--- config.mk ---
export PLATFORM = sky130hd
export DESIGN_NAME = pipe_control_unit_flat
export DESIGN_NICKNAME = d
export VERILOG_FILES = /design/src/rtl/pipe_control_unit_if.sv /design/src/rtl/pipe_control_unit.sv /design/src/flat_wrapper.sv
export SDC_FILE = /design/constraint.sdc
export NUM_CORES = 1
export LEC_CHECK = 0
export CAP_MARGIN = 10
export CORE_MARGIN = 2
export CORE_UTILIZATION = 46
export DETAILED_ROUTE_END_ITERATION = 12
export GPL_ROUTABILITY_DRIVEN = 0
export GPL_TIMING_DRIVEN = 0
export PLACE_DENSITY = 0.93
export REMOVE_ABC_BUFFERS = 1
export SLEW_MARGIN = 0
export SYNTH_ARGS = -nofsm -noshare
export SYNTH_HDL_FRONTEND = slang
export SYNTH_SLANG_ARGS = --single-unit
--- constraint.sdc ---
create_clock -name clk -period 5.1 [get_ports clk]
set_input_delay 1.02 -clock clk [delete_from_list [all_inputs] [get_ports clk]]
set_output_delay 1.02 -clock clk [all_outputs]
set_load 0.02 [all_outputs]
--- src/rtl/pipe_control_unit_if.sv ---
// Control-unit bundle: the decode input (instruction in D, E-stage zero flag)
// and every per-stage control, hazard and forwarding output.
// Flow control: there is no valid/ready pair on this bundle. Every pipeline
// register advances on each clock; stall_f/stall_d hold the PC and F/D
// registers, flush_d clears F/D, and the control unit inserts E-stage bubbles
// internally. A consumer must honour stall_*/flush_d on the same cycle they
// are asserted.
interface pipe_control_unit_if #(
  parameter int ALUCTRL_W = 4,
  parameter int IMMSRC_W  = 3
);
  logic [31:0]          instr_d;
  logic                 zero_e;
  logic [IMMSRC_W-1:0]  immsrc_d;
  logic                 regwrite_e, regwrite_m, regwrite_w;
  logic [1:0]           resultsrc_e, resultsrc_m, resultsrc_w;
  logic                 memwrite_e, memwrite_m;
  logic                 alusrc_e;
  logic [ALUCTRL_W-1:0] alucontrol_e;
  logic                 pcsrc_e;
  logic [4:0]           rd_e, rd_m, rd_w;
  logic [4:0]           rs1_e, rs2_e;
  logic                 illegal_e;
  logic                 stall_f, stall_d, flush_d;
  logic [1:0]           fwd_a_e, fwd_b_e;

  modport master (
    output instr_d, zero_e,
    input  immsrc_d, regwrite_e, regwrite_m, regwrite_w,
           resultsrc_e, resultsrc_m, resultsrc_w, memwrite_e, memwrite_m,
           alusrc_e, alucontrol_e, pcsrc_e, rd_e, rd_m, rd_w, rs1_e, rs2_e,
           illegal_e, stall_f, stall_d, flush_d, fwd_a_e, fwd_b_e
  );

  modport slave (
    input  instr_d, zero_e,
    output immsrc_d, regwrite_e, regwrite_m, regwrite_w,
           resultsrc_e, resultsrc_m, resultsrc_w, memwrite_e, memwrite_m,
           alusrc_e, alucontrol_e, pcsrc_e, rd_e, rd_m, rd_w, rs1_e, rs2_e,
           illegal_e, stall_f, stall_d, flush_d, fwd_a_e, fwd_b_e
  );
endinterface

--- src/rtl/pipe_control_unit.sv ---
// Control unit for a 5-stage RV32I pipeline: decodes the instruction in D,
// carries its control word through ID/EX, EX/MEM and MEM/WB, and produces the
// load-use stall, branch/jump flush and E-stage forwarding selects.
module pipe_control_unit #(
  parameter int ALUCTRL_W = 4,
  parameter int IMMSRC_W  = 3,
  parameter int FWD_EN    = 1
) (
  input  logic               clk,
  input  logic               rst_n,
  pipe_control_unit_if.slave bus
);

  localparam logic [6:0] OP_LW  = 7'b0000011;
  localparam logic [6:0] OP_SW  = 7'b0100011;
  localparam logic [6:0] OP_R   = 7'b0110011;
  localparam logic [6:0] OP_I   = 7'b0010011;
  localparam logic [6:0] OP_BEQ = 7'b1100011;
  localparam logic [6:0] OP_JAL = 7'b1101111;
  localparam logic [6:0] OP_LUI = 7'b0110111;

  localparam logic [3:0] ALU_ADD = 4'b0000, ALU_SUB = 4'b0001, ALU_AND = 4'b0010,
                         ALU_OR  = 4'b0011, ALU_XOR = 4'b0100, ALU_SLT = 4'b0101,
                         ALU_SLL = 4'b0110, ALU_SRL = 4'b0111, ALU_SRA = 4'b1000,
                         ALU_PASSB = 4'b1001;

  // Control word carried from D into E; an all-zero word is a bubble.
  typedef struct packed {
    logic       regwrite;
    logic [1:0] resultsrc;
    logic       memwrite;
    logic       branch;
    logic       jump;
    logic       alusrc;
    logic [3:0] aluctrl;
    logic       illegal;
    logic [4:0] rd;
    logic [4:0] rs1;
    logic [4:0] rs2;
  } ctrl_t;

  logic [6:0] w_op;
  logic [2:0] w_f3;
  logic       w_f7b5;
  logic       w_is_r;
  logic [3:0] w_alufn;
  logic [2:0] w_immsrc_d;
  logic       w_use_rs1_d, w_use_rs2_d;
  ctrl_t      w_ctrl_d;
  logic       w_pcsrc_e, w_lwstall, w_bubble;
  logic       w_unused_bits;

  ctrl_t      r_ctrl_e;
  logic       r_regwrite_m, r_memwrite_m, r_regwrite_w;
  logic [1:0] r_resultsrc_m, r_resultsrc_w;
  logic [4:0] r_rd_m, r_rd_w;

  assign w_op   = bus.instr_d[6:0];
  assign w_f3   = bus.instr_d[14:12];
  assign w_f7b5 = bus.instr_d[30];
  assign w_is_r = (w_op == OP_R);
  // funct7 bits other than bit 5 never influence decode.
  assign w_unused_bits = ^{bus.instr_d[31], bus.instr_d[29:25]};

  // ALU operation from funct3; sub only for R-type, never for addi.
  always_comb begin
    w_alufn = ALU_ADD;
    case (w_f3)
      3'b000: w_alufn = (w_is_r && w_f7b5) ? ALU_SUB : ALU_ADD;
      3'b001: w_alufn = ALU_SLL;
      3'b010: w_alufn = ALU_SLT;
      3'b011: w_alufn = ALU_SLT;
      3'b100: w_alufn = ALU_XOR;
      3'b101: w_alufn = w_f7b5 ? ALU_SRA : ALU_SRL;
      3'b110: w_alufn = ALU_OR;
      3'b111: w_alufn = ALU_AND;
      default: w_alufn = ALU_ADD;
    endcase
  end

  // Main decoder: control word, immediate format and source-register use.
  always_comb begin
    w_ctrl_d     = '0;
    w_ctrl_d.rd  = bus.instr_d[11:7];
    w_ctrl_d.rs1 = bus.instr_d[19:15];
    w_ctrl_d.rs2 = bus.instr_d[24:20];
    w_immsrc_d   = 3'b000;
    w_use_rs1_d  = 1'b0;
    w_use_rs2_d  = 1'b0;
    case (w_op)
      OP_LW: begin
        w_ctrl_d.regwrite  = 1'b1;
        w_ctrl_d.resultsrc = 2'b01;
        w_ctrl_d.alusrc    = 1'b1;
        w_ctrl_d.aluctrl   = ALU_ADD;
        w_immsrc_d         = 3'b000;
        w_use_rs1_d        = 1'b1;
      end
      OP_SW: begin
        w_ctrl_d.memwrite = 1'b1;
        w_ctrl_d.alusrc   = 1'b1;
        w_ctrl_d.aluctrl  = ALU_ADD;
        w_immsrc_d        = 3'b001;
        w_use_rs1_d       = 1'b1;
        w_use_rs2_d       = 1'b1;
      end
      OP_R: begin
        w_ctrl_d.regwrite = 1'b1;
        w_ctrl_d.aluctrl  = w_alufn;
        w_use_rs1_d       = 1'b1;
        w_use_rs2_d       = 1'b1;
      end
      OP_I: begin
        w_ctrl_d.regwrite = 1'b1;
        w_ctrl_d.alusrc   = 1'b1;
        w_ctrl_d.aluctrl  = w_alufn;
        w_immsrc_d        = 3'b000;
        w_use_rs1_d       = 1'b1;
      end
      OP_BEQ: begin
        w_ctrl_d.branch  = 1'b1;
        w_ctrl_d.aluctrl = ALU_SUB;
        w_immsrc_d       = 3'b010;
        w_use_rs1_d      = 1'b1;
        w_use_rs2_d      = 1'b1;
      end
      OP_JAL: begin
        w_ctrl_d.regwrite  = 1'b1;
        w_ctrl_d.jump      = 1'b1;
        w_ctrl_d.resultsrc = 2'b10;
        w_immsrc_d         = 3'b011;
      end
      OP_LUI: begin
        w_ctrl_d.regwrite = 1'b1;
        w_ctrl_d.alusrc   = 1'b1;
        w_ctrl_d.aluctrl  = ALU_PASSB;
        w_immsrc_d        = 3'b100;
      end
      default: begin
        w_ctrl_d.illegal = 1'b1;
      end
    endcase
  end

  // Redirect and load-use hazard; a taken redirect suppresses the stall so
  // the target fetch proceeds.
  assign w_pcsrc_e = (r_ctrl_e.branch & bus.zero_e) | r_ctrl_e.jump;
  assign w_lwstall = (r_ctrl_e.resultsrc == 2'b01) && (r_ctrl_e.rd != 5'd0) &&
                     ((w_use_rs1_d && (w_ctrl_d.rs1 == r_ctrl_e.rd)) ||
                      (w_use_rs2_d && (w_ctrl_d.rs2 == r_ctrl_e.rd))) &&
                     !w_pcsrc_e;
  assign w_bubble  = w_lwstall | w_pcsrc_e;

  // ID/EX register: bubble on stall or redirect, otherwise load from D.
  always_ff @(posedge clk or negedge rst_n) begin
    if (!rst_n)        r_ctrl_e <= '0;
    else if (w_bubble) r_ctrl_e <= '0;
    else               r_ctrl_e <= w_ctrl_d;
  end

  // EX/MEM and MEM/WB registers advance every cycle.
  always_ff @(posedge clk or negedge rst_n) begin
    if (!rst_n) begin
      r_regwrite_m  <= 1'b0;
      r_resultsrc_m <= 2'b00;
      r_memwrite_m  <= 1'b0;
      r_rd_m        <= 5'd0;
      r_regwrite_w  <= 1'b0;
      r_resultsrc_w <= 2'b00;
      r_rd_w        <= 5'd0;
    end else begin
      r_regwrite_m  <= r_ctrl_e.regwrite;
      r_resultsrc_m <= r_ctrl_e.resultsrc;
      r_memwrite_m  <= r_ctrl_e.memwrite;
      r_rd_m        <= r_ctrl_e.rd;
      r_regwrite_w  <= r_regwrite_m;
      r_resultsrc_w <= r_resultsrc_m;
      r_rd_w        <= r_rd_m;
    end
  end

  // Forwarding selects: M has priority over W, x0 is never forwarded.
  if (FWD_EN != 0) begin : g_fwd
    always_comb begin
      bus.fwd_a_e = 2'b00;
      bus.fwd_b_e = 2'b00;
      if (r_regwrite_m && (r_rd_m != 5'd0) && (r_rd_m == r_ctrl_e.rs1))      bus.fwd_a_e = 2'b10;
      else if (r_regwrite_w && (r_rd_w != 5'd0) && (r_rd_w == r_ctrl_e.rs1)) bus.fwd_a_e = 2'b01;
      if (r_regwrite_m && (r_rd_m != 5'd0) && (r_rd_m == r_ctrl_e.rs2))      bus.fwd_b_e = 2'b10;
      else if (r_regwrite_w && (r_rd_w != 5'd0) && (r_rd_w == r_ctrl_e.rs2)) bus.fwd_b_e = 2'b01;
    end
  end else begin : g_nofwd
    assign bus.fwd_a_e = 2'b00;
    assign bus.fwd_b_e = 2'b00;
  end

  assign bus.immsrc_d     = IMMSRC_W'(w_immsrc_d);
  assign bus.regwrite_e   = r_ctrl_e.regwrite;
  assign bus.regwrite_m   = r_regwrite_m;
  assign bus.regwrite_w   = r_regwrite_w;
  assign bus.resultsrc_e  = r_ctrl_e.resultsrc;
  assign bus.resultsrc_m  = r_resultsrc_m;
  assign bus.resultsrc_w  = r_resultsrc_w;
  assign bus.memwrite_e   = r_ctrl_e.memwrite;
  assign bus.memwrite_m   = r_memwrite_m;
  assign bus.alusrc_e     = r_ctrl_e.alusrc;
  assign bus.alucontrol_e = ALUCTRL_W'(r_ctrl_e.aluctrl);
  assign bus.pcsrc_e      = w_pcsrc_e;
  assign bus.rd_e         = r_ctrl_e.rd;
  assign bus.rd_m         = r_rd_m;
  assign bus.rd_w         = r_rd_w;
  assign bus.rs1_e        = r_ctrl_e.rs1;
  assign bus.rs2_e        = r_ctrl_e.rs2;
  assign bus.illegal_e    = r_ctrl_e.illegal;
  assign bus.stall_f      = w_lwstall;
  assign bus.stall_d      = w_lwstall;
  assign bus.flush_d      = w_pcsrc_e;

endmodule

--- src/flat_wrapper.sv ---
// flat-port wrapper written by rule: the top's interface ports become plain ports
module pipe_control_unit_flat 
#(
  parameter int ALUCTRL_W = 4,
  parameter int IMMSRC_W  = 3,
  parameter int FWD_EN    = 1
)
  (clk, rst_n, bus_instr_d, bus_zero_e, bus_immsrc_d, bus_regwrite_e, bus_regwrite_m, bus_regwrite_w, bus_resultsrc_e, bus_resultsrc_m, bus_resultsrc_w, bus_memwrite_e, bus_memwrite_m, bus_alusrc_e, bus_alucontrol_e, bus_pcsrc_e, bus_rd_e, bus_rd_m, bus_rd_w, bus_rs1_e, bus_rs2_e, bus_illegal_e, bus_stall_f, bus_stall_d, bus_flush_d, bus_fwd_a_e, bus_fwd_b_e);
  pipe_control_unit_if #(.ALUCTRL_W(ALUCTRL_W), .IMMSRC_W(IMMSRC_W)) bus_i ();
  input  logic clk;
  input  logic rst_n;
  input wire logic [$bits(bus_i.instr_d)-1:0] bus_instr_d;
  input wire logic [$bits(bus_i.zero_e)-1:0] bus_zero_e;
  output wire logic [$bits(bus_i.immsrc_d)-1:0] bus_immsrc_d;
  output wire logic [$bits(bus_i.regwrite_e)-1:0] bus_regwrite_e;
  output wire logic [$bits(bus_i.regwrite_m)-1:0] bus_regwrite_m;
  output wire logic [$bits(bus_i.regwrite_w)-1:0] bus_regwrite_w;
  output wire logic [$bits(bus_i.resultsrc_e)-1:0] bus_resultsrc_e;
  output wire logic [$bits(bus_i.resultsrc_m)-1:0] bus_resultsrc_m;
  output wire logic [$bits(bus_i.resultsrc_w)-1:0] bus_resultsrc_w;
  output wire logic [$bits(bus_i.memwrite_e)-1:0] bus_memwrite_e;
  output wire logic [$bits(bus_i.memwrite_m)-1:0] bus_memwrite_m;
  output wire logic [$bits(bus_i.alusrc_e)-1:0] bus_alusrc_e;
  output wire logic [$bits(bus_i.alucontrol_e)-1:0] bus_alucontrol_e;
  output wire logic [$bits(bus_i.pcsrc_e)-1:0] bus_pcsrc_e;
  output wire logic [$bits(bus_i.rd_e)-1:0] bus_rd_e;
  output wire logic [$bits(bus_i.rd_m)-1:0] bus_rd_m;
  output wire logic [$bits(bus_i.rd_w)-1:0] bus_rd_w;
  output wire logic [$bits(bus_i.rs1_e)-1:0] bus_rs1_e;
  output wire logic [$bits(bus_i.rs2_e)-1:0] bus_rs2_e;
  output wire logic [$bits(bus_i.illegal_e)-1:0] bus_illegal_e;
  output wire logic [$bits(bus_i.stall_f)-1:0] bus_stall_f;
  output wire logic [$bits(bus_i.stall_d)-1:0] bus_stall_d;
  output wire logic [$bits(bus_i.flush_d)-1:0] bus_flush_d;
  output wire logic [$bits(bus_i.fwd_a_e)-1:0] bus_fwd_a_e;
  output wire logic [$bits(bus_i.fwd_b_e)-1:0] bus_fwd_b_e;
  assign bus_i.instr_d = bus_instr_d;
  assign bus_i.zero_e = bus_zero_e;
  assign bus_immsrc_d = bus_i.immsrc_d;
  assign bus_regwrite_e = bus_i.regwrite_e;
  assign bus_regwrite_m = bus_i.regwrite_m;
  assign bus_regwrite_w = bus_i.regwrite_w;
  assign bus_resultsrc_e = bus_i.resultsrc_e;
  assign bus_resultsrc_m = bus_i.resultsrc_m;
  assign bus_resultsrc_w = bus_i.resultsrc_w;
  assign bus_memwrite_e = bus_i.memwrite_e;
  assign bus_memwrite_m = bus_i.memwrite_m;
  assign bus_alusrc_e = bus_i.alusrc_e;
  assign bus_alucontrol_e = bus_i.alucontrol_e;
  assign bus_pcsrc_e = bus_i.pcsrc_e;
  assign bus_rd_e = bus_i.rd_e;
  assign bus_rd_m = bus_i.rd_m;
  assign bus_rd_w = bus_i.rd_w;
  assign bus_rs1_e = bus_i.rs1_e;
  assign bus_rs2_e = bus_i.rs2_e;
  assign bus_illegal_e = bus_i.illegal_e;
  assign bus_stall_f = bus_i.stall_f;
  assign bus_stall_d = bus_i.stall_d;
  assign bus_flush_d = bus_i.flush_d;
  assign bus_fwd_a_e = bus_i.fwd_a_e;
  assign bus_fwd_b_e = bus_i.fwd_b_e;
  pipe_control_unit #(.ALUCTRL_W(ALUCTRL_W), .IMMSRC_W(IMMSRC_W), .FWD_EN(FWD_EN)) u_core (.clk(clk), .rst_n(rst_n), .bus(bus_i));
endmodule
==> results of run 1 <==
-- registers in the layout, indices dropped and copies added, names as in the netlist, 2 cells and up --
| signal | count |
|---|---|
| u_core.bus.resultsrc_e | 2 |
| u_core.bus.rs2_e | 5 |
| u_core.bus.rd_e | 5 |
| u_core.bus.rd_w | 5 |
| u_core.bus.alucontrol_e | 4 |
| u_core.bus.rs1_e | 5 |
| u_core.bus.rd_m | 5 |
| u_core.bus.resultsrc_m | 2 |
| u_core.bus.resultsrc_w | 2 |
-- worst max-delay path: cells and delay by family --
kind | cells | cell delay [ps]
compound gates | 3 | 560
buf+inv | 2 | 1300
simple gates | 2 | 680
-- power groups by stage --
stage / Clock [mW] / Sequential, mW / Combinational [mW]
detailed placement: 0 / 0.376 / 0.125
global placement: 0 / 0.376 / 0.120
global route: 0.220 / 0.371 / 0.136
CTS: 0.209 / 0.369 / 0.125
finish: 0.202 / 0.369 / 0.124
floorplan: 0 / 0.389 / 0.0382
-- cell usage after synthesis (all sizes together) --
cell	number	area, um^2
or3	2	12.51
inv	1	3.750
a2bb2oi	1	8.760
or4	5	37.54
o22ai	1	6.260
and2	15	93.84
and3b	1	8.760
o21ai	4	20.02
a2111oi	1	15.01
and4	1	8.760
o31a	1	8.760
nor3	6	30.03
xor2	21	183.9
a21boi	2	15.02
dfrtp	43	1076
nor4bb	1	10.01
nand3b	4	30.03
nor2b	2	12.51
nand2b	1	6.260
a21oi	8	40.04
buf	26	200.2
clkbuf	4	16.26
o211a	1	10.01
a31oi	1	6.260
nand4	1	6.260
nor4	8	56.30
and3	3	18.77
nand3	5	25.02
xnor2	11	96.34
a211oi	1	7.510
nand2	8	30.03
o31ai	1	7.510
nor2	8	30.03
nand4b	1	8.760
-- kinds of logic (layout without fill, tap and decap cells) --
family | after synthesis | count (layout)
flops | 43 | 43
xor+xnor | 32 | 32
simple gates | 72 | 72
compound gates | 22 | 22
buf+inv | 31 | 91
-- final timing paths --
kind | from | endpoint | depth (start not counted)
min in group asynchronous | rst_n | u_core.bus.alucontrol_e[0] | 1
max reg2reg | u_core.bus.rd_e[1] | u_core.bus.memwrite_e | 4
min | u_core.bus.regwrite_e | u_core.bus.regwrite_m | 0
max in group asynchronous | rst_n | u_core.bus.resultsrc_m[0] | 2
max | bus_instr_d[5] | bus_stall_f | 7
min reg2reg | u_core.bus.regwrite_e | u_core.bus.regwrite_m | 0
-- area by class of cell --
type / count / share of cell area, %
multi-input cells: 126 / 29.31
inverters: 1 / 0.1293
well taps: 52 / 2.241
clock buffers: 7 / 2.629
clock inverters: 1 / 0.1724
flip-flops and latches: 43 / 37.07
repair buffers: 82 / 28.45
-- metal layers --
| metal | vias up | part of all wire, % | wire [um] | track usage (%) |
|---|---|---|---|---|
| li1 | 781 | - | - | - |
| met1 | 761 | 37 | 1700 | 23.28 |
| met2 | 79 | 51 | 2322 | 30.58 |
| met3 | 16 | 8.1 | 368 | 4.722 |
| met4 | 0 | 3.7 | 171 | 10.69 |
| met5 | - | 0 | 0 | 0 |
-- cell usage in the layout (no fill, tap or decap), drive strengths merged, types with 2 or more instances in the layout --
cell / netlist / final
nand3b: 4 / 4
dfrtp: 43 / 43
nor3: 6 / 6
nand3: 5 / 5
o21ai: 4 / 4
buf: 26 / 2
and3: 3 / 3
or3: 2 / 2
xnor2: 11 / 11
xor2: 21 / 21
clkbuf: 4 / 7
and2: 15 / 15
or4: 5 / 5
nand2: 8 / 8
nor4: 8 / 8
nor2b: 2 / 2
a21boi: 2 / 2
nor2: 8 / 8
clkdlybuf4s50: 0 / 80
a21oi: 8 / 8
==> results.cfg, run 1 <==
[route]
dr.pass1.iters = 4
dr_total_vias = 1637
routed_wl_um = 4563
wire_per_inst_um = 14.63
drtIter0Drc = 124
drc = 0
vias_per_cell = 5.247
detail-route-antenna-nets = 0

[cells_and_area]
final_cells = 312
multi_input_area_um2 = 850.8
utilization_pct = 65.76
area_growth_pct = 35.20
antennaDiodeCount = 0
drive_gt1_share_pct = 3.846
fill_cells = 354
final_cell_area_um2 = 2903
nets = 294
seqCellArea_um2 = 1076

[sta]
finalCritPeriodShare_pct = 89.87
relSlewSlack_pct = 57.53
rsz0062_at_grt = false
worst_pin_slew_ps = 637.0
setup_viol = 0
hold_ws_ps = 382.3
setup_ws_ps = 516.5
drv_slew = 0
fmax_ghz = 0.2182
fin_worst_skew_ps = 4.086
min_period_ps = 4583
setup_tns_ps = 0
finalHoldViolCount = 0

[logic_synthesis]
syn_area_um2 = 2147
synth_warnings = 0
synth.ff_latch_count = 43
synth_xor_area_share_pct = 13.05
synth-seq-area-share_pct = 50.12
yosys.area_share.simple_pct = 19.81
synth_cells = 200
avgSynthCellArea_um2 = 10.74
synth-compound-area-share_pct = 6.760
synth_mux_area_share_pct = 0
yosys.area_share.adder_pct = 0
yosysUniqueCellTypes = 39
synth_top_family_by_area = simple AND/OR/NAND/NOR gates

[placement]
post-place-ws_ps = 509.8
dp_hpwl_um = 3580
dp.cells = 304
post_dp_cell_area_um2 = 2821
portBuffers = 81

[flow_run]
cap_violations = 0

[critical_path]
r2r_slack_ps = 2980
critPathCaptureType = output pin
critPathLaunchType = input port
worst_path_largest_cell_delay_ps = 660
crit_chain = clkdlybuf4s50_1 -> nand2b_1 -> a21oi_1 -> a2bb2oi_1 -> nor3_1 -> a21boi_1 -> clkdlybuf4s50_1
critPathRequiredTime_ps = 4080
cp.arrival_ps = 3560
cp_slowest_cell = clkdlybuf4s50_1
path_max_fanout = 10
crit_top_cell = clkdlybuf4s50_1
path_class = in2out

[power]
internal_power_uw = 514.2
p_leak_nw = 1.188
switchingPower_uw = 180.9
pwr-share-clk_pct = 29.1
ir_worst_vdd_mv = 0.1636
netSwitchingFraction_pct = 26.02
power_frac_seq_pct = 53.1
pwr-share-comb_pct = 17.8
total_power_uw = 695.1
powerDensity_nw_per_um2 = 239.5

[clocking]
clkSinkCount = 43
numCtsBuffers = 5
postCtsSetupBuffers = 0
htree_levels = 2
cts_tree = done
clk_pin_slew_ps = 70
hold_buffers = 0
cts_resized = 0
clock_latency_ps = 290
cts-root-buf = clkbuf_8
cts_buffer_depth = 2

[min_path]
hp-class = reg2reg

[global_routing]
overflow = 0
grt_pass1_wl_um = 7638
grt_max_degree = 36
grt.total_usage_pct = 18.99
grt_pass1_vias = 1637
grt_antenna_before_repair = 0

[die]
pin_count = 88
die_width_um = 72.32
rows = 24
start_util_pct = 48.64
core_um2 = 4414
dieHeight_um = 72.32
die-area_um2 = 5230

[run_status]
status = completed
Power figures use the tool's default switching activity.
==> run 2, diff against run 1 <==
--- a/config.mk
+++ b/config.mk
@@ -5,9 +5,11 @@
 export SDC_FILE = /design/constraint.sdc
 export NUM_CORES = 1
 export LEC_CHECK = 0
+export ABC_AREA = 1
 export CAP_MARGIN = 10
 export CORE_MARGIN = 2
-export CORE_UTILIZATION = 46
+export CORE_UTILIZATION = 47
+export CTS_CLUSTER_DIAMETER = 120
 export DETAILED_ROUTE_END_ITERATION = 12
 export GPL_ROUTABILITY_DRIVEN = 0
 export GPL_TIMING_DRIVEN = 0
==> run 2 against run 1 <==
First-iteration DRC count grew 35%. Setup slack improved by 640 ps. Clock power grew 31%. Wire length increased by 8.2%. Combinational power rose by 3%. Non-clock buffer count fell by 1. Sequential power barely moved. Clock-buffer cell count fell by 1. Synthesized cell count is 38% higher. Core utilization down 0.61 points. Cell count rose by 26%.
==> results.cfg, run 2 <==
[route]
wire_per_inst_um = 12.53
dr_total_vias = 1925
detail-route-antenna-nets = 0
vias_per_cell = 4.886
drc = 0
routed_wl_um = 4937
dr.pass1.iters = 4
drtIter0Drc = 168

[placement]
dp.cells = 386
dp_hpwl_um = 3891
post_dp_cell_area_um2 = 2939
portBuffers = 81

[cells_and_area]
multi_input_area_um2 = 824.5
area_growth_pct = 35.20
final_cell_area_um2 = 3057
layout_common_cells = clkdlybuf4s50_1, nand2_1, nor2_1, inv_1, dfrtp_1
seqCellArea_um2 = 1076
fill_cells = 391
final_cells = 394
antennaDiodeCount = 0
nets = 374
drive_gt1_share_pct = 4.706
final_common_cell = clkdlybuf4s50_1
utilization_pct = 65.15

[logic_synthesis]
synth_top_cell_area_share_pct = 47.59
synth_cells = 276
syn_area_um2 = 2261
avgSynthCellArea_um2 = 8.192
ys_top_cells_by_area = dfrtp_1, nand2_1, buf_4
yosysUniqueCellTypes = 20
synth.ff_latch_count = 43
async_reset_ff_share_pct = 100.0
synth_warnings = 0
synth-seq-area-share_pct = 47.59
synth_commonest_cells = nand2_1, nor2_1, dfrtp_1, inv_1, buf_4
synth-edff-count = 0
ys.flop_type = dfrtp_1
synth_most_common_cell = nand2_1
yosys.area.top_type = dfrtp_1

[min_path]
hp-class = reg2reg

[sta]
setup_viol = 0
relSlewSlack_pct = 40.00
drv_slew = 0
rsz0062_at_grt = false
finalHoldViolCount = 0
worst_pin_slew_ps = 899.9
min_period_ps = 3942
fmax_ghz = 0.2537
finalCritPeriodShare_pct = 77.29
fin_worst_skew_ps = 3.672
setup_tns_ps = 0

[power]
powerDensity_nw_per_um2 = 249.1
p_leak_nw = 1.525
ir_worst_vdd_mv = 0.1274

[clocking]
cts_tree = done
clkSinkCount = 43
cts-root-buf = clkbuf_8
htree_levels = 2
clock_latency_ps = 290
cts_resized = 0
numCtsBuffers = 5
cts_buffer_depth = 2
hold_buffers = 0
clk_pin_slew_ps = 80
postCtsSetupBuffers = 0

[critical_path]
crit_buf_inv = 3
critPathLaunchType = input port
crit_chain = clkdlybuf4s50_1 -> nand2_1 -> nor2_4 -> inv_1 -> nor2_1 -> nand2_1 -> nand2_1 -> nand2_1 -> nor2_1 -> clkdlybuf4s50_1
critPathCaptureType = output pin
cp_slowest_cell = clkdlybuf4s50_1
crit_top_cell = nand2_1
critPathTopFamily = buffers and inverters
path_max_fanout = 8
worst_path_largest_cell_delay_ps = 620
cp.arrival_ps = 2920
path_class = in2out
critPathRequiredTime_ps = 4080

[global_routing]
grt_pass1_vias = 1985
overflow = 0
grt_antenna_before_repair = 0
grt.total_usage_pct = 20.03
grt_max_degree = 44
grt_pass1_wl_um = 8224

[die]
core_um2 = 4692
start_util_pct = 48.19
die_width_um = 73.36
die-area_um2 = 5381
dieHeight_um = 73.36
rows = 25
pin_count = 88

[flow_run]
cap_violations = 0

[run_status]
status = completed
[run 2: path summary, 6_finish.rpt]
check | from | to | slack [ps] | cells after the start
max | bus_instr_d[1] | bus_stall_f | 1160 | 10
min | u_core.bus.resultsrc_m[1] | u_core.bus.resultsrc_w[1] | 380 | 0
max reg2reg | u_core.bus.rd_e[1] | u_core.r_ctrl_e[22] | 3570 | 10
min reg2reg | u_core.bus.resultsrc_m[1] | u_core.bus.resultsrc_w[1] | 380 | 0
max in group asynchronous | rst_n | u_core.bus.rd_e[0] | 3680 | 1
min in group asynchronous | rst_n | u_core.bus.rd_m[1] | 850 | 1
[run 2: worst register-to-register path, delay by kind of cell, from the launching register on]
| kind | cells | cell delay, ps |
|---|---|---|
| buf+inv | 1 | 120 |
| flops | 1 | 420 |
| simple gates | 9 | 880 |
[run 2: stage by stage]
stage	setup slack, ps	power, mW	hold slack, ps
finish	1158	0.7613	379.5
global route	979.7	0.8022	385.6
CTS	1147	0.7701	380.2
detailed placement	1151	0.5036	363.5
global placement	1182	0.4996	358.0
floorplan	1926	0.4344	493.6
[run 2: layer usage]
layer | GRT usage, % | part of all wire [%] | vias up
li1 | - | - | 940
met1 | 20.05 | 38 | 883
met2 | 37.94 | 52 | 83
met3 | 4.252 | 6.5 | 19
met4 | 11.11 | 3.8 | 0
met5 | 0 | 0 | -
[run 2: logic make-up (layout without fill, tap and decap cells)]
logic type	Yosys count	in the layout	share of synthesized area, %
buffers and inverters	69	133	15.94
and+or+nand+nor	129	129	24.63
DFF	43	43	47.59
AOI/OAI and AO/OA	11	11	2.546
xor gates and xnor gates	24	24	9.298
[run 2: area by class of cell]
type                    count  area share [%]
multi-input cells         164           26.98
inverters                  44           5.403
clock buffers               6           2.702
flip-flops and latches     43           35.20
clock inverters             2           1.146
repair buffers             81           26.36
well taps                  54           2.210
[run 2: power by group]
part	switching, mW	internal [mW]
combinational	0.0646	0.0629
clock	0.106	0.158
sequential	0.0162	0.353
total	0.187	0.575
==> run 3, diff against run 2 <==
--- a/config.mk
+++ b/config.mk
@@ -8,12 +8,12 @@
 export ABC_AREA = 1
 export CAP_MARGIN = 10
 export CORE_MARGIN = 2
-export CORE_UTILIZATION = 47
+export CORE_UTILIZATION = 44
 export CTS_CLUSTER_DIAMETER = 120
 export DETAILED_ROUTE_END_ITERATION = 12
 export GPL_ROUTABILITY_DRIVEN = 0
 export GPL_TIMING_DRIVEN = 0
-export PLACE_DENSITY = 0.93
+export PLACE_DENSITY = 0.89
 export REMOVE_ABC_BUFFERS = 1
 export SLEW_MARGIN = 0
 export SYNTH_ARGS = -nofsm -noshare
==> constraint.sdc (replaced) <==
create_clock -name clk -period 3.9 [get_ports clk]
set_input_delay 0.78 -clock clk [delete_from_list [all_inputs] [get_ports clk]]
set_output_delay 0.78 -clock clk [all_outputs]
set_load 0.02 [all_outputs]
==> run 3 against run 2 <==
Wire length down 3.7%. Largest cell class unchanged. Setup slack worse by 720 ps. Clock power up 5%. Clock-buffer cell count unchanged. Sequential cell count unchanged.
==> results.cfg, run 3 (same netlist as run 2, synthesis figures left out) <==
[power]
total_power_uw = 926.6
p_leak_nw = 1.511
netSwitchingFraction_pct = 26.26
switchingPower_uw = 243.3
pwr-share-clk_pct = 29.9
power_frac_seq_pct = 52.2
ir_worst_vdd_mv = 0.1288
pwr-share-comb_pct = 17.9
internal_power_uw = 683.2
powerDensity_nw_per_um2 = 304.1

[cells_and_area]
final_common_cell = clkdlybuf4s50_1
antennaDiodeCount = 0
layout_common_cells = clkdlybuf4s50_1, nand2_1, nor2_1, inv_1, dfrtp_1
drive_gt1_share_pct = 4.425
utilization_pct = 60.42
final_cells = 409
nets = 374
final_cell_area_um2 = 3047
area_growth_pct = 34.75

[route]
detail-route-antenna-nets = 0
dr_total_vias = 1875
wire_per_inst_um = 11.63
dr.pass1.iters = 4
drtIter0Drc = 68
vias_per_cell = 4.584
drc = 0
routed_wl_um = 4755

[global_routing]
grt_max_degree = 44
overflow = 0
grt_pass1_vias = 1821
grt_antenna_before_repair = 0
grt_pass1_wl_um = 7831
grt.total_usage_pct = 18.42

[sta]
finalCritPeriodShare_pct = 88.76
fin_worst_skew_ps = 5.662
worst_pin_slew_ps = 928.3
setup_tns_ps = 0
relSlewSlack_pct = 38.11
drv_slew = 0
min_period_ps = 3462
rsz0062_at_grt = false
fmax_ghz = 0.2889
finalHoldViolCount = 0
setup_viol = 0

[critical_path]
path_max_fanout = 8
crit_chain = clkdlybuf4s50_1 -> nand2_1 -> nor2_4 -> inv_1 -> nor2_1 -> nand2_1 -> nand2_1 -> nand2_1 -> nor2_1 -> clkdlybuf4s50_1
critPathLaunchType = input port
path_class = in2out
r2r_start = u_core.bus.rd_e[2]
cp_slowest_cell = clkdlybuf4s50_1
crit_top_cell = nand2_1
cp.arrival_ps = 2680
critPathCaptureType = output pin
cp-startpoint = bus_instr_d[0]
worst_path_largest_cell_delay_ps = 620
critPathRequiredTime_ps = 3120

[min_path]
hp-class = reg2reg
hold_start = u_core.bus.memwrite_e

[placement]
dp_hpwl_um = 3837
post_dp_cell_area_um2 = 2959
dp.cells = 402
portBuffers = 81

[flow_run]
cap_violations = 0

[clocking]
cts_buffer_depth = 2
cts_resized = 0
clk_pin_slew_ps = 80
cts_tree = done
clock_latency_ps = 300
clkSinkCount = 43
postCtsSetupBuffers = 0
cts-root-buf = clkbuf_8
hold_buffers = 0
htree_levels = 2
numCtsBuffers = 5

[die]
die_width_um = 75.68
core_um2 = 5042
rows = 26
pin_count = 88
die-area_um2 = 5727
dieHeight_um = 75.68
start_util_pct = 44.84

[run_status]
status = completed
[run 3: cell types whose count changed in the layout (fill, tap and decap cells not counted)]
cell,delta
bufinv_16,-1
[run 3: critical path: cells and delay by family]
family	cells	cell delay, ps
buffers and inverters	3	1190
and+or+nand+nor	7	720
[run 3: cell type report]
cell class	instances	area, um^2
flip-flops and latches	43	1076
fillers	464	1996
repair buffers	81	805.8
inverters	44	165.2
clock buffers	6	82.58
clock inverters	1	5.005
well taps	70	87.58
multi-input cells	164	824.5
[run 3: per-stage QoR]
stage,worst slack (ps),hold slack (ps)
floorplan,1206,484.4
global placement,474.1,356.6
detailed placement,441.3,361.4
CTS,433.9,377.3
global route,281.5,386.3
finish,438.5,375.9
[run 3: final timing paths]
| check | cells past startpoint | slack [ps] | to |
|---|---|---|---|
| worst max-delay path | 10 | 440 | bus_stall_f |
| worst min-delay path | 0 | 380 | u_core.bus.memwrite_m |
| worst max register to register | 10 | 2370 | u_core.bus.memwrite_e |
| worst min register to register | 0 | 380 | u_core.bus.memwrite_m |
| max in group asynchronous | 1 | 2700 | u_core.bus.regwrite_w |
| min in group asynchronous | 1 | 610 | u_core.bus.resultsrc_w[0] |
[run 3: power groups by stage]
stage	registers, mW	logic (mW)	clock network, mW
floorplan	0.510	0.0583	0
global placement	0.491	0.162	0
detailed placement	0.492	0.167	0
CTS	0.483	0.167	0.286
global route	0.486	0.182	0.307
finish	0.484	0.166	0.277
[run 3: per-layer routing]
metal  vias to the layer above  global-route usage (%)  routed length [um]
met3                        13                   5.291                 264
met2                        63                   33.82                2533
met5                         -                       0                   0
li1                        937                       -                   -
met1                       862                   19.90                1836
met4                         0                   7.212                 121
